==> config.mk <==
export PLATFORM = sky130hd
export DESIGN_NAME = prog_memory
export DESIGN_NICKNAME = d
export VERILOG_FILES = /design/src/rtl/prog_memory_pkg.sv /design/src/rtl/prog_loader_fsm.sv /design/src/rtl/prog_memory.sv
export SDC_FILE = /design/constraint.sdc
export NUM_CORES = 2
export LEC_CHECK = 0
export BUFFER_PORTS_ARGS = -buffer_cell sky130_fd_sc_hd__buf_2
export CORE_MARGIN = 3
export CORE_UTILIZATION = 58
export DETAILED_ROUTE_END_ITERATION = 7
export PLACE_DENSITY_LB_ADDON = 0.08
export SETUP_SLACK_MARGIN = 0.3
export SLEW_MARGIN = 20
export SYNTH_ARGS = -nofsm -noshare
export SYNTH_HDL_FRONTEND = slang
export SYNTH_HIERARCHICAL = 1
export SYNTH_SLANG_ARGS = --single-unit
==> constraint.sdc <==
create_clock -name clk -period 6.7 [get_ports clk]
set_clock_uncertainty 0.05 [all_clocks]
set_input_delay 1.34 -clock clk [delete_from_list [all_inputs] [get_ports clk]]
set_output_delay 1.34 -clock clk [all_outputs]
set_load 0.005 [all_outputs]
==> src/rtl/prog_memory_pkg.sv <==
// rtl/prog_memory_pkg.sv - shared constants and loader state encoding for prog_memory
package prog_memory_pkg;

   localparam int DATA_W = 8;

   localparam logic [DATA_W-1:0] IO_IN_ADDR_DEF  = 8'hFE;
   localparam logic [DATA_W-1:0] IO_OUT_ADDR_DEF = 8'hFF;
   localparam int                LOAD_LIMIT_DEF  = 254;

   typedef enum logic [1:0] {
      ST_WAIT    = 2'd0,
      ST_LOAD    = 2'd1,
      ST_RELEASE = 2'd2,
      ST_RUN     = 2'd3
   } ld_state_t;

endpackage

==> src/rtl/prog_loader_fsm.sv <==
// rtl/prog_loader_fsm.sv - boot-loader FSM: holds the CPU, streams bytes into memory from address 0
module prog_loader_fsm
   import prog_memory_pkg::*;
#(
   parameter int LOAD_LIMIT = LOAD_LIMIT_DEF
) (
   input  logic              clk,
   input  logic              reset,
   input  logic              ld_start,
   input  logic              ld_valid,
   input  logic              ld_last,
   output logic              ld_ready,
   output logic              ld_err,
   output logic              cpu_hold,
   output logic              ld_we,
   output logic [DATA_W-1:0] ptr,
   output logic              run
);

   ld_state_t         state, state_nx;
   logic [DATA_W-1:0] ptr_nx;
   logic              err_nx;

   always_ff @(posedge clk or posedge reset) begin
      if (reset) begin
         state  <= ST_WAIT;
         ptr    <= '0;
         ld_err <= 1'b0;
      end else begin
         state  <= state_nx;
         ptr    <= ptr_nx;
         ld_err <= err_nx;
      end
   end

   always_comb begin
      state_nx = state;
      ptr_nx   = ptr;
      err_nx   = ld_err;
      ld_we    = 1'b0;
      ld_ready = 1'b0;
      cpu_hold = 1'b1;
      run      = 1'b0;
      case (state)
         ST_WAIT: begin
            if (ld_start) begin
               state_nx = ST_LOAD;
               ptr_nx   = '0;
               err_nx   = 1'b0;
            end
         end
         ST_LOAD: begin
            ld_ready = 1'b1;
            // A restart wins over a byte offered in the same cycle.
            if (ld_start) begin
               ptr_nx = '0;
               err_nx = 1'b0;
            end else if (ld_valid) begin
               if (ptr < DATA_W'(LOAD_LIMIT)) begin
                  ld_we  = 1'b1;
                  ptr_nx = ptr + 1'b1;
               end else begin
                  err_nx = 1'b1;
               end
               if (ld_last) begin
                  state_nx = ST_RELEASE;
               end
            end
         end
         ST_RELEASE: begin
            state_nx = ST_RUN;
         end
         ST_RUN: begin
            cpu_hold = 1'b0;
            run      = 1'b1;
            if (ld_start) begin
               state_nx = ST_LOAD;
               ptr_nx   = '0;
               err_nx   = 1'b0;
            end
         end
         default: begin
            state_nx = ST_WAIT;
         end
      endcase
   end

endmodule

==> src/rtl/prog_memory.sv <==
// rtl/prog_memory.sv - 256x8 program/data store with I/O ports and boot loader for the 8-bit CPU
module prog_memory
   import prog_memory_pkg::*;
#(
   parameter logic [DATA_W-1:0] IO_IN_ADDR  = IO_IN_ADDR_DEF,
   parameter logic [DATA_W-1:0] IO_OUT_ADDR = IO_OUT_ADDR_DEF,
   parameter int                LOAD_LIMIT  = LOAD_LIMIT_DEF
) (
   input  logic              clk,
   input  logic              reset,
   input  logic [DATA_W-1:0] Mem_ADDR,
   input  logic [DATA_W-1:0] Mem_IN,
   input  logic              write,
   output logic [DATA_W-1:0] Mem_OUT,
   output logic              cpu_hold,
   input  logic              ld_start,
   input  logic              ld_valid,
   input  logic [DATA_W-1:0] ld_data,
   input  logic              ld_last,
   output logic              ld_ready,
   output logic              ld_err,
   input  logic [DATA_W-1:0] in_port,
   output logic [DATA_W-1:0] out_port,
   output logic              out_strobe
);

   logic [DATA_W-1:0] mem [256];
   logic              ld_we;
   logic [DATA_W-1:0] ptr;
   logic              run;
   logic              cpu_mem_we;
   logic              cpu_out_we;

   prog_loader_fsm #(
      .LOAD_LIMIT (LOAD_LIMIT)
   ) u_loader (
      .clk      (clk),
      .reset    (reset),
      .ld_start (ld_start),
      .ld_valid (ld_valid),
      .ld_last  (ld_last),
      .ld_ready (ld_ready),
      .ld_err   (ld_err),
      .cpu_hold (cpu_hold),
      .ld_we    (ld_we),
      .ptr      (ptr),
      .run      (run)
   );

   // CPU writes only count while the loader has released the processor.
   assign cpu_out_we = run && write && (Mem_ADDR == IO_OUT_ADDR);
   assign cpu_mem_we = run && write && (Mem_ADDR != IO_OUT_ADDR) && (Mem_ADDR != IO_IN_ADDR);

   // Array is deliberately left out of reset so a partial load survives.
   always_ff @(posedge clk) begin
      if (ld_we) begin
         mem[ptr] <= ld_data;
      end else if (cpu_mem_we) begin
         mem[Mem_ADDR] <= Mem_IN;
      end
   end

   always_ff @(posedge clk or posedge reset) begin
      if (reset) begin
         out_port   <= '0;
         out_strobe <= 1'b0;
      end else begin
         out_strobe <= cpu_out_we;
         if (cpu_out_we) begin
            out_port <= Mem_IN;
         end
      end
   end

   always_comb begin
      if (Mem_ADDR == IO_IN_ADDR) begin
         Mem_OUT = in_port;
      end else if (Mem_ADDR == IO_OUT_ADDR) begin
         Mem_OUT = out_port;
      end else begin
         Mem_OUT = mem[Mem_ADDR];
      end
   end

endmodule

==> out/results.tsv <==
stage	metric	value	unit
routing	antenna_left	0	
critical_path	max_stage_delay	1050	ps
synthesis	async_flop_share	0.967	%
global_routing	overflow	0	
routing	viasPerCell	6.77	
sta	finalCritPeriodShare	94.8	%
critical_path	reg2regPathDepth	8	
final_layout	syn_to_final_growth	14.9	%
min_path	min_path_type	primary input to async pin	
critical_path	crit_path_start_kind	primary input	
placement	portBuffers	57	
clocking	max-clock-path-buffers	3	
synthesis	synth.distinct_cells	73	
placement	gp_congestion	0.921	
critical_path	reg2reg_to	mem[127][7]$_DFFE_PP_	
final_layout	utilization	67.5	%
sta	worst_slew_pin_slew	1280	ps
critical_path	worstSetupPathType	primary input to output port	
pwr	seqPwrFrac	51.7	%
global_routing	antenna_found_initial	10	
synthesis	ys_warn_count	6	
final_layout	multi_input_area	18000	sq um
floorplanning	design.die.area	144000	sq um
sta	max_freq	157	MHz
synthesis	yosys_register_bits	2068	
clocking	cts_root_buffer	clkbuf_16	
final_layout	num-nets-final	4405	
critical_path	cp_cell_sequence	buf_4 > buf_4 > nor2_4 > buf_12 > a221oi_1 > o311ai_0 > nand3_1 > nand4_1 > buf_2	
pwr	power.switching	7090	uW
synthesis	yosysTopAreaCell	edfxtp_1	
outcome	status	complete, no violations	
pwr	total_power	29600	uW
pwr	pwr-share-comb	10.6	%
placement	dpl.hpwl	146000	um
floorplanning	num_rows	136	
pwr	vdd_drop_max	0.298	mV
sta	setup_viol	0	
pwr	p_sw_share	24.0	%
synthesis	synth_top_cell_area_share	75.8	%
critical_path	slowest_stage	a221oi_1	
final_layout	seq_area	62000	sq um
synthesis	synth.most_common_cell	edfxtp_1	
routing	wl_per_cell	35.3	um
pwr	internal-power	22500	uW
critical_path	critPathCaptureType	output port	
clocking	numCtsBuffers	202	
pwr	pwr-share-clk	37.7	%
synthesis	synth_edf_count	2048	
critical_path	path_common_cell	buf_4	
critical_path	cp.arrival	4960	ps
synthesis	synth.avg_cell_area	21.0	sq um
sta	min_period	6350	ps
clocking	post_cts_buffers	0	
routing	drc	0	
sta	setup_ws	346	ps
clocking	hold_buffers	0	
sta	grt_setup_unrepaired	no	
floorplanning	die_w	380	um
synthesis	synth_area_leaders	edfxtp_1, mux4_2, mux2i_1, nor2_1, dfrtp_1	
sta	slew_viol_final	0	
synthesis	synth_seq_area_share	76.4	%
sta	hold_violations	0	
routing	drt_iter0_drc	6324	
global_routing	grt_max_degree	103	
sta	max_slew_margin	15.0	%
clocking	cts_sinks	2068	
critical_path	required	5310	ps
synthesis	synthFlopType	edfxtp_1	
clocking	htreeDepth	4	
routing	drt_first_pass_iters	6	
synthesis	synth_common_cells	edfxtp_1, mux4_2, nor2_1	
final_layout	fillers	8828	
clocking	cts_resized	0	
synthesis	synth_area	81200	sq um
critical_path	reg2reg_from	u_loader/ptr[3]$_DFFE_PP0P_	
placement	post-place-ws	439	ps
floorplanning	io_pins	58	
job	maxCapViolCount	0	
routing	drt_wl_total	226000	um
sta	fin_tns_setup	0	ps
clocking	cts_tree	done	
floorplanning	core-area	138000	sq um
clocking	clk_pin_slew	60	ps
global_routing	first_global_vias	43300	
final_layout	drive_above_1_share	29.9	%
pwr	powerDensity	317	nW/um^2
pwr	p_leak	0.0303	uW
clocking	clk_latency	820	ps
global_routing	grt_pass1_wl	323000	um
synthesis	synth_cells	3868	
global_routing	grtUsageTotal	31.7	%
synthesis	synth_nets	3910	
critical_path	crit_fanout	24	
critical_path	r2r_slack	1800	ps
floorplanning	start_util	58.7	%
floorplanning	die_h	380	um
routing	vias	43300	
## power groups by stage
stage / registers, uW / clock network, uW / logic [uW]
after global placement: 15600 / 0 / 2920
after CTS: 15300 / 11300 / 3080
after detailed placement: 15600 / 0 / 3080
final: 15300 / 11200 / 3130
after global routing: 15300 / 11800 / 3270
after floorplan: 15900 / 0 / 1510
## how the worst max path moves through the flow
stage,from,to,slack [ps],cells after the start
2_1_floorplan,Mem_ADDR[5],mem[0][0]$_DFFE_PP_,420,6
3_3_place_gp,Mem_ADDR[0],Mem_OUT[0],440,9
6_report,Mem_ADDR[3],Mem_OUT[1],350,9
3_5_place_dp,Mem_ADDR[0],Mem_OUT[6],440,11
4_1_cts,Mem_ADDR[0],Mem_OUT[6],430,11
5_1_grt,Mem_ADDR[1],Mem_OUT[4],370,10
## flip-flops by register name, indices dropped and copies added (netlist names)
register,cells
out_strobe,1
out_port,8
mem,2048
u_loader/state,2
u_loader/ptr,8
u_loader/ld_err,1
## worst max-delay path, delay by kind of cell
family | cells | cell delay, ps
simple gates | 3 | 790
buf+inv | 4 | 1330
compound gates | 2 | 1410
## layout make-up
type | count | area share [%]
Antenna cell | 2 | 0.00537
Clock buffer | 258 | 5.84
Clock inverter | 112 | 1.11
Inverter | 8 | 0.0403
Multi-Input combinational cell | 1563 | 19.3
Sequential cell | 2068 | 66.5
Tap cell | 1863 | 2.50
Timing Repair Buffer | 520 | 4.72
## logic make-up (layout without fill, tap and decap cells)
family                   after synthesis  in the layout  synth area share (%)
flip-flops                          2068           2068                  76.4
multiplexers                         688            688                  16.3
buffers and inverters                237            898                  1.58
AND/OR/NAND/NOR                      542            542                  2.88
other                                  0              2                     0
AO/OA/AOI/OAI                        329            329                  2.84
adder cells (fa/ha/maj)                4              4                0.0617
## cells in the final DEF (no fill, tap or decap), types with 9 or more instances in the layout
cell	netlist	routed
edfxtp_1	2048	2048
mux4_2	503	503
buf_4	25	416
nor2_1	298	297
clkbuf_16	0	207
mux2i_1	171	171
nand2_1	111	103
o21ai_0	73	73
buf_2	86	53
a22oi_1	52	52
buf_12	0	50
nand3_1	48	48
clkinv_1	0	44
clkbuf_1	80	44
a221oi_1	39	39
clkinv_2	0	35
a21oi_1	33	33
o22ai_1	20	20
dfrtp_1	20	20
o211ai_1	19	19
bufinv_16	0	19
mux2_2	14	14
nand2b_1	13	13
o21ai_1	11	11
nand4_1	11	11
and2_1	10	9
o221ai_1	9	9
inv_6	0	9
## per-layer routing
metal | GRT usage, % | up-vias | routed length (um)
met3 | 9.89 | 500 | 29300
met2 | 46.6 | 2943 | 102000
met5 | 0.331 | - | 130
li1 | - | 17100 | -
met1 | 45.5 | 22700 | 84500
met4 | 11.2 | 12 | 9400
## per-stage QoR
step / cells / hold slack (ps) / instance area [sq um]
2_1_floorplan: 3868 / 470 / 81200
3_3_place_gp: 6021 / 475 / 86700
3_5_place_dp: 6022 / 527 / 86800
4_1_cts: 6392 / 433 / 93200
5_1_grt: 6392 / 480 / 93200
6_report: 6394 / 481 / 93300
Power figures use the tool's default switching activity.
